File: config.mk
export PLATFORM = sky130hd
export DESIGN_NAME = spi_reg_master_flat
export DESIGN_NICKNAME = d
export VERILOG_FILES = /design/src/rtl/spi_reg_pkg.sv /design/src/rtl/spi_reg_master_if.sv /design/src/rtl/spi_sclk_gen.sv /design/src/rtl/spi_reg_master.sv /design/src/flat_wrapper.sv
export SDC_FILE = /design/constraint.sdc
export NUM_CORES = 1
export LEC_CHECK = 0
export ABC_AREA = 1
export CORE_ASPECT_RATIO = 1.1
export CORE_MARGIN = 5
export CORE_UTILIZATION = 50
export CTS_CLUSTER_DIAMETER = 60
export DETAILED_ROUTE_END_ITERATION = 16
export PLACE_DENSITY = 0.71
export SYNTH_ARGS = -nofsm -noshare
export SYNTH_HDL_FRONTEND = slang
export SYNTH_SLANG_ARGS = --single-unit
File: constraint.sdc
create_clock -name clk -period 1.8 [get_ports clk]
set_input_delay 0.36 -clock clk [delete_from_list [all_inputs] [get_ports clk]]
set_output_delay 0.36 -clock clk [all_outputs]
set_load 0.005 [all_outputs]
File: src/rtl/spi_reg_pkg.sv
// Shared definitions for the host-side SPI register master: register map,
// slave register indices, frame width and FSM state encoding.
package spi_reg_pkg;

  localparam logic [7:0] A_TX_START = 8'h00;
  localparam logic [7:0] A_TX_CMD   = 8'h01;
  localparam logic [7:0] A_TX_ADDR  = 8'h02;
  localparam logic [7:0] A_TX_DATA  = 8'h03;

  localparam logic [1:0] A_T_R_WAIT = 2'h0;
  localparam logic [1:0] A_T_G_WAIT = 2'h1;

  localparam int FRAME_W = 16;

  typedef enum logic [2:0] {
    ST_IDLE,
    ST_SETUP,
    ST_SHIFT,
    ST_HOLD,
    ST_GAP
  } state_t;

endpackage

File: src/rtl/spi_reg_master_if.sv
// Register-write bus plus frame status between the host and spi_reg_master.
interface spi_reg_master_if;
  logic [7:0] addr;
  logic       wen;
  logic [7:0] data;
  logic [7:0] rx_data;
  logic       busy;
  logic       done;

  modport master (output addr, wen, data, input rx_data, busy, done);
  modport slave  (input addr, wen, data, output rx_data, busy, done);
endinterface

File: src/rtl/spi_sclk_gen.sv
// Half-period timer for spi_sclk: registered clock level plus rise/fall strobes
// that mark the clk cycle at whose end the level toggles. Held low when disabled.
module spi_sclk_gen #(
  parameter int SCLK_HALF = 1
) (
  input  logic clk,
  input  logic n_rst,
  input  logic en,
  output logic sclk,
  output logic rise,
  output logic fall
);

  localparam int CNT_W = (SCLK_HALF > 1) ? $clog2(SCLK_HALF) : 1;
  localparam logic [CNT_W-1:0] CNT_LAST = CNT_W'(SCLK_HALF - 1);

  logic [CNT_W-1:0] cnt;
  logic             half_end;

  assign half_end = en && (cnt == CNT_LAST);
  assign rise     = half_end && !sclk;
  assign fall     = half_end && sclk;

  always_ff @(posedge clk or negedge n_rst) begin
    if (!n_rst) begin
      cnt  <= '0;
      sclk <= 1'b0;
    end else if (!en) begin
      cnt  <= '0;
      sclk <= 1'b0;
    end else if (half_end) begin
      cnt  <= '0;
      sclk <= ~sclk;
    end else begin
      cnt <= cnt + 1'b1;
    end
  end

endmodule

File: src/rtl/spi_reg_master.sv
// Host-side SPI mode-0 master: register bus loads CMD/ADDR/DATA, a START 0->1
// edge launches one 16-bit frame to the traffic-light slave.
module spi_reg_master
  import spi_reg_pkg::*;
#(
  parameter int SCLK_HALF  = 1,
  parameter int GAP_HALVES = 2
) (
  input  logic              clk,
  input  logic              n_rst,
  spi_reg_master_if.slave   bus,
  output logic              spi_sclk,
  output logic              spi_mosi,
  input  logic              spi_miso,
  output logic              spi_ss_n
);

  localparam int GAP_CLKS = GAP_HALVES * SCLK_HALF;
  localparam int PH_W     = $clog2(GAP_CLKS + SCLK_HALF + 1) + 1;
  localparam logic [PH_W-1:0] HALF_LAST = PH_W'(SCLK_HALF - 1);
  localparam logic [PH_W-1:0] GAP_LAST  = PH_W'(GAP_CLKS - 1);

  state_t            state;
  logic [PH_W-1:0]   ph_cnt;
  logic [3:0]        bit_cnt;
  logic              is_wr;
  logic              cmd_q;
  logic [6:0]        addr_q;
  logic [7:0]        data_q;
  logic              start_q;
  logic [FRAME_W-2:0] tx_sr;
  logic [7:0]        rx_sr;
  logic [7:0]        rx_data_q;
  logic              busy_q;
  logic              done_q;
  logic              launch;
  logic              sclk_en;
  logic              sclk_rise;
  logic              sclk_fall;
  logic [FRAME_W-1:0] frame;

  assign frame       = {cmd_q, addr_q, data_q};
  assign launch      = bus.wen && (bus.addr == A_TX_START) && bus.data[0] &&
                       !start_q && (state == ST_IDLE);
  assign sclk_en     = (state == ST_SHIFT);
  assign bus.rx_data = rx_data_q;
  assign bus.busy    = busy_q;
  assign bus.done    = done_q;

  spi_sclk_gen #(.SCLK_HALF(SCLK_HALF)) u_sclk_gen (
    .clk   (clk),
    .n_rst (n_rst),
    .en    (sclk_en),
    .sclk  (spi_sclk),
    .rise  (sclk_rise),
    .fall  (sclk_fall)
  );

  always_ff @(posedge clk or negedge n_rst) begin
    if (!n_rst) begin
      cmd_q   <= 1'b0;
      addr_q  <= '0;
      data_q  <= '0;
      start_q <= 1'b0;
    end else if (bus.wen) begin
      case (bus.addr)
        A_TX_START: start_q <= bus.data[0];
        A_TX_CMD:   cmd_q   <= bus.data[0];
        A_TX_ADDR:  addr_q  <= bus.data[6:0];
        A_TX_DATA:  data_q  <= bus.data;
        default:    ;
      endcase
    end
  end

  // Shift registers carry payload only; the FSM decides when their contents matter.
  always_ff @(posedge clk) begin
    if (launch) begin
      tx_sr <= frame[FRAME_W-2:0];
    end else if (sclk_fall) begin
      tx_sr <= {tx_sr[FRAME_W-3:0], 1'b0};
    end
    if (sclk_rise) begin
      rx_sr <= {rx_sr[6:0], spi_miso};
    end
  end

  always_ff @(posedge clk or negedge n_rst) begin
    if (!n_rst) begin
      state     <= ST_IDLE;
      ph_cnt    <= '0;
      bit_cnt   <= '0;
      is_wr     <= 1'b0;
      spi_ss_n  <= 1'b1;
      spi_mosi  <= 1'b0;
      busy_q    <= 1'b0;
      done_q    <= 1'b0;
      rx_data_q <= '0;
    end else begin
      done_q <= 1'b0;
      case (state)
        ST_IDLE: begin
          if (launch) begin
            state    <= ST_SETUP;
            ph_cnt   <= '0;
            bit_cnt  <= '0;
            is_wr    <= cmd_q;
            spi_ss_n <= 1'b0;
            spi_mosi <= frame[FRAME_W-1];
            busy_q   <= 1'b1;
          end
        end
        ST_SETUP: begin
          if (ph_cnt == HALF_LAST) begin
            state  <= ST_SHIFT;
            ph_cnt <= '0;
          end else begin
            ph_cnt <= ph_cnt + 1'b1;
          end
        end
        ST_SHIFT: begin
          // The 16th falling edge ends the frame; mosi keeps the last bit through HOLD.
          if (sclk_fall) begin
            if (bit_cnt == 4'd15) begin
              state  <= ST_HOLD;
              ph_cnt <= '0;
            end else begin
              bit_cnt  <= bit_cnt + 1'b1;
              spi_mosi <= tx_sr[FRAME_W-2];
            end
          end
        end
        ST_HOLD: begin
          if (ph_cnt == HALF_LAST) begin
            state    <= ST_GAP;
            ph_cnt   <= '0;
            spi_ss_n <= 1'b1;
            spi_mosi <= 1'b0;
          end else begin
            ph_cnt <= ph_cnt + 1'b1;
          end
        end
        ST_GAP: begin
          if (ph_cnt == GAP_LAST) begin
            state  <= ST_IDLE;
            ph_cnt <= '0;
            busy_q <= 1'b0;
            done_q <= 1'b1;
            if (!is_wr) begin
              rx_data_q <= rx_sr;
            end
          end else begin
            ph_cnt <= ph_cnt + 1'b1;
          end
        end
        default: state <= ST_IDLE;
      endcase
    end
  end

endmodule

File: src/flat_wrapper.sv
// flat-port wrapper written by rule: the top's interface ports become plain ports
module spi_reg_master_flat import spi_reg_pkg::*;
#(
  parameter int SCLK_HALF  = 1,
  parameter int GAP_HALVES = 2
)
  (clk, n_rst, spi_sclk, spi_mosi, spi_miso, spi_ss_n, bus_addr, bus_wen, bus_data, bus_rx_data, bus_busy, bus_done);
  spi_reg_master_if bus_i ();
  input  logic clk;
  input  logic n_rst;
  output logic spi_sclk;
  output logic spi_mosi;
  input  logic spi_miso;
  output logic spi_ss_n;
  input wire logic [$bits(bus_i.addr)-1:0] bus_addr;
  input wire logic [$bits(bus_i.wen)-1:0] bus_wen;
  input wire logic [$bits(bus_i.data)-1:0] bus_data;
  output wire logic [$bits(bus_i.rx_data)-1:0] bus_rx_data;
  output wire logic [$bits(bus_i.busy)-1:0] bus_busy;
  output wire logic [$bits(bus_i.done)-1:0] bus_done;
  assign bus_i.addr = bus_addr;
  assign bus_i.wen = bus_wen;
  assign bus_i.data = bus_data;
  assign bus_rx_data = bus_i.rx_data;
  assign bus_busy = bus_i.busy;
  assign bus_done = bus_i.done;
  spi_reg_master #(.SCLK_HALF(SCLK_HALF), .GAP_HALVES(GAP_HALVES)) u_core (.clk(clk), .n_rst(n_rst), .bus(bus_i), .spi_sclk(spi_sclk), .spi_mosi(spi_mosi), .spi_miso(spi_miso), .spi_ss_n(spi_ss_n));
endmodule
* Word level (Yosys, flattened, before mapping)
Index checks and enable logic that the tools add are counted.
** Storage, ports and cells
- Flip-flop bits (word level) :: 65
- Bits in latches :: 0
- Memory bits (writable) :: 0
- Bits in read-only memories :: 0
- Bits of input ports :: 20
- Logic and storage cells :: 107
- Memories kept :: 0
** Operators by class
- Add/sub/neg operators :: 3
- $mul :: 0
- Divide/modulo/power cells :: 0
- Order comparisons :: 0
- Equal/unequal tests :: 17
- Shifts and indexed selects :: 0
- Multiplexer cells :: 36
- Bitwise operators :: 3
- Reductions and logical operators :: 31
** Operator list (number)
- 3-bit two-way mux :: 11
- 15-bit two-way mux :: 2
- 8-bit by 2-bit == test with 1-bit output, second input constant :: 2
- 3-bit case mux with 5 select lines :: 1
- 1-bit two-way mux :: 14
- 2-bit by 1-bit inequality test with 1-bit output, second input constant :: 7
- 4-bit two-way mux :: 3
- 3-bit case mux with 4 select lines :: 1
- 2-bit AND reduction :: 5
- 3-bit AND reduction :: 3
- 8-bit by 1-bit == test with 1-bit output, second input constant :: 1
- 8-bit zero test :: 1
- 4-bit case mux with 2 select lines :: 1
- 4-bit AND reduction :: 2
- 2-bit nonzero test :: 4
- 1-bit logical AND :: 7
- 3-bit by 1-bit == test with 1-bit output, second input constant :: 2
- 3-bit by 2-bit == test with 1-bit output, second input constant :: 2
- 3-bit zero test :: 2
- 6-bit AND reduction :: 1
- 5-bit AND reduction :: 1
- 4-bit by 1-bit adder with 4-bit output, second input constant :: 1
- 4-bit == test, second input constant :: 1
- 1-bit case mux with 2 select lines :: 2
- other kinds (10) :: 13

* Depth between registers and ports, before layout
- Word-level depth :: 7
- Gate-level depth with buffers :: 9
- Depth with buffers taken out :: 9

* Modules after synthesis
A second synthesis with hierarchy kept.
** Second synthesis, totals
- Cell total of the unflattened synthesis :: 309
- Area total of the unflattened synthesis :: 2915.3 sq um
** By module, submodules not included
- spi_reg_master :: times used 1, cells an instance 298, area each 2829.0 sq um
- spi_sclk_gen :: times used 1, cells an instance 11, area each 86.3 sq um

* Worst setup path after synthesis
OpenSTA, ideal clock, no wires.
- Path kind :: input port to flip-flop
- From :: input port bus_addr[5]
- To :: register u_core.tx_sr[0] (enable)
- Library setup time :: 0.375 ns
- Data arrival time :: 1.376 ns
- Path slack :: 0.049 ns
- Stages :: 8
- Buffers on the path :: 1
- Cell sequence :: nor2_1 > nand2_1 > nor2_4 > nand4_4 > nor2_8 > inv_4 > buf_6 > o21ai_2
** Between the ends
- Longest elaborated chain between the ends :: 6
** RTL lines
- start: declaration :: line flat_wrapper.sv:15 : input wire logic [$bits(bus_i.addr)-1:0] bus_addr;
- 8-bit zero test :: line spi_reg_master.sv:43 : assign launch = bus.wen && (bus.addr == A_TX_START) && bus.data[0] &&
- 1-bit logical AND (3 in series) :: line spi_reg_master.sv:43
- 1-bit logical AND :: line spi_reg_master.sv:44 : !start_q && (state == ST_IDLE);
- 2-bit nonzero test (no line)
- end signal: assignment :: line spi_reg_master.sv:79 : tx_sr <= frame[FRAME_W-2:0];
- end signal: assignment :: line spi_reg_master.sv:81 : tx_sr <= {tx_sr[FRAME_W-3:0], 1'b0};
- end: declaration :: line spi_reg_master.sv:31 : logic [FRAME_W-2:0] tx_sr;
Every way passes these cells.
A chain may end at the register's enable or synchronous reset.

* Worst setup path in the final report
- From :: register u_core.spi_ss_n
- To :: output port spi_ss_n
** RTL lines
- start: declaration :: line spi_reg_master.sv:15 : output logic spi_ss_n
- start signal: assignment :: line spi_reg_master.sv:94 : spi_ss_n <= 1'b1;
- start signal: assignment :: line spi_reg_master.sv:108 : spi_ss_n <= 1'b0;
- start signal: assignment :: line spi_reg_master.sv:137 : spi_ss_n <= 1'b1;
- end: declaration :: line flat_wrapper.sv:14 : output logic spi_ss_n;
No word-level cell between the ends.

==> flow_metrics.tcl <==
set metrics [dict create \
    outcome "completed" \
    comb_power_share_pct 27.0 \
    cts.clk_slew.worst_paths_ns 0.07 \
    synth_area_per_cell_um2 9.42 \
    p_seq_share_pct 42.5 \
    nFillCells 470 \
    path_max_fanout 2 \
    setup_ws_ns 0.0707 \
    htreeDepth 3 \
    io_buffer_count 32 \
    critical_path_class "reg -> out" \
    crit_buf_inv 1 \
    critPathLaunchType "flop" \
    slowest_delay_ns 0.54 \
    swShare_pct 32.0 \
    die_h_um 90.6 \
    fin_nets 394 \
    die-area_um2 7540 \
    start_util_pct 51.1 \
    core.rowCount 29 \
    synth_warnings 0 \
    syn_inst 313 \
    synth_most_common_cell "nand2_1" \
    synth.area.top_cells "dfrtp_1 (35%), edfxtp_1 (23%), nand2_1 (15%)" \
    end_kind "primary output" \
    antenna_cells 0 \
    wl_met3_um 224 \
    syn_nets 338 \
    drt-total-wl_mm 5.21 \
    synth_top_area_share_pct 34.8 \
    cts_made_buffers 9 \
    min_period_over_period_pct 96.1 \
    clk_path_buf_depth 2 \
    grt_max_degree 25 \
    p_leak_nw 1.75 \
    critPathRequiredTime_ns 1.44 \
    async_reset_ff_share_pct 64.6 \
    hold_depth 0 \
    synth_edf_count 23 \
    vias 2164 \
    hold_path.class "reg -> reg" \
    yosys-top-cells-count "nand2_1 (115), dfrtp_1 (41), inv_1 (27)" \
    gp_congestion 0.780 \
    grt_overflow 0 \
    grt_usage_pct 15.0 \
    syn_to_final_growth_pct 26.5 \
    place_ws_ns -0.200 \
    worst_skew_pair.late_latency_ns 0.34 \
    totalPowerFinal_mw 4.42 \
    firstDrtPassIters 4 \
    io_pins 33 \
    syn_area_um2 2950 \
    cts_tree "built" \
    cts.sinks 65 \
    drt_iter0_drc 145 \
    hold_violations 0 \
    path_cells "clkdlybuf4s50_1" \
    clock_skew_ns 0.0108 \
    wl_met1_mm 2.45 \
    cp.depth 1 \
    wl_met2_mm 2.48 \
    die_w_um 83.2 \
    worstPathArrival_ns 1.37 \
    cts_root_buf "clkbuf_8" \
    drive_gt1_share_pct 17.4 \
    ys_ff_latch 65 \
    cpMaxStageDelayCell "dfstp_2" \
    seq_area_frac_synth_pct 59.1 \
    critical-path-top-delay-family "flip-flops" \
    ys.flop_type "dfrtp_1" \
    top_layer "met4" \
    yosys.area.top_type "dfrtp_1" \
    p_sw_mw 1.42 \
    drc 0 \
    core-area_um2 5770 \
    power_density_nw_per_um2 1190 \
    antenna_found_initial 0 \
    reg2reg_depth 9 \
    vias_per_cell 4.80 \
    avgRoutedWirePerCell_um 11.6 \
    drtAntennaViolNets 0 \
    fin_util_pct 64.6 \
    vdd_ir_drop_max_mv 0.619 \
    grt_first_pass_wirelength_mm 8.99 \
    drv_slew 0 \
    rsz0062_at_grt "no" \
    maxCapViolations 0 \
    fmax_ghz 0.578 \
    clkPwrFrac_pct 30.4 \
    setup_viol 0 \
    hpwlAfterDp_mm 3.80 \
    p_int_mw 3.01 \
    synth_cell_types 29 \
    grt_pass1_vias 2060 \
    period_minus_slack_ns 1.73 \
]
metal layers:
metal | vias up | GRT usage (%)
met2 | 35 | 24.2
met4 | 0 | 6.54
met1 | 1004 | 18.3
met3 | 6 | 4.93
li1 | 1119 | -
met5 | - | 0
power by group through the flow:
stage	logic (mW)	registers, mW	clock network [mW]
final	1.20	1.88	1.35
after CTS	1.20	1.88	1.38
after floorplan	0.814	1.86	0
after detailed placement	1.20	1.91	0
after global routing	1.37	1.91	1.45
after global placement	1.17	1.90	0
layout make-up:
cell class                      count  area [µm²]  area share (%)
Sequential cell                    65        1740            46.7
Clock buffer                       10         128            3.42
Multi-Input combinational cell    211        1040            27.9
Timing Repair Buffer               51         510            13.7
Clock inverter                      6        91.3            2.45
Tap cell                           77        96.3            2.58
Inverter                           31         119            3.19
final timing paths:
kind	startpoint	end	slack [ns]
min in group asynchronous	n_rst	u_core.addr_q[2]$_DFFE_PN0P_	0.52
hold reg to reg	u_core.rx_sr[2]$_DFFE_PP_	u_core.rx_sr[3]$_DFFE_PP_	0.46
max in group asynchronous	n_rst	u_core.spi_ss_n$_DFFE_PN1P_	0.71
setup / recovery	u_core.spi_ss_n$_DFFE_PN1P_	spi_ss_n	0.07
setup reg to reg	u_core.ph_cnt[1]$_DFFE_PN0P_	u_core.state[1]$_DFFE_PN0P_	0.23
hold / removal	u_core.rx_sr[2]$_DFFE_PP_	u_core.rx_sr[3]$_DFFE_PP_	0.46
sequential cells by signal (all words and copies together), names as in the netlist:
signal                  count
u_core.bit_cnt              4
u_core.u_sclk_gen.sclk      1
u_core.bus.done             1
u_core.u_sclk_gen.cnt       1
u_core.state                3
u_core.data_q               8
u_core.bus.busy             1
u_core.rx_sr                8
u_core.ph_cnt               3
u_core.addr_q               7
u_core.is_wr                1
u_core.tx_sr               15
u_core.spi_mosi             1
u_core.bus.rx_data          8
u_core.spi_ss_n             1
u_core.start_q              1
u_core.cmd_q                1
layout by cell type (no fill, tap or decap), types with 6 or more instances in the layout:
cell type	instances
dfrtp_1	41
nand2_1	115
nand2_2	10
edfxtp_1	23
clkbuf_8	9
o21ai_0	13
clkdlybuf4s50_1	31
o21ai_2	8
nand3_1	17
nand4_1	6
nor2_1	20
inv_1	27
buf_4	14
stage by stage:
step	std cells	area, µm²	hold slack [ns]	TNS (ns)
floorplan	313	2950	0.0644	0
global placement	434	3500	0.344	-5.63
detailed placement	434	3500	0.348	-7.21
CTS	451	3730	0.458	0
global route	451	3730	0.472	0
finish	451	3730	0.456	0
cells by family after synthesis:
| kind of cell | synth area share (%) |
|---|---|
| AO/OA/AOI/OAI | 5.39 |
| XOR/XNOR | 0.594 |
| adder cells (fa/ha/maj) | 2.12 |
| buffers and inverters | 5.56 |
| flip-flops | 59.1 |
| other | 0.127 |
| AND/OR/NAND/NOR | 27.1 |
repair_timing:
action	CTS	global route
setup buffers	0	0
gates resized for setup	0	0
hold endpoints to repair	18	0
hold buffers	1	0
(Power assumes the default switching activity.)
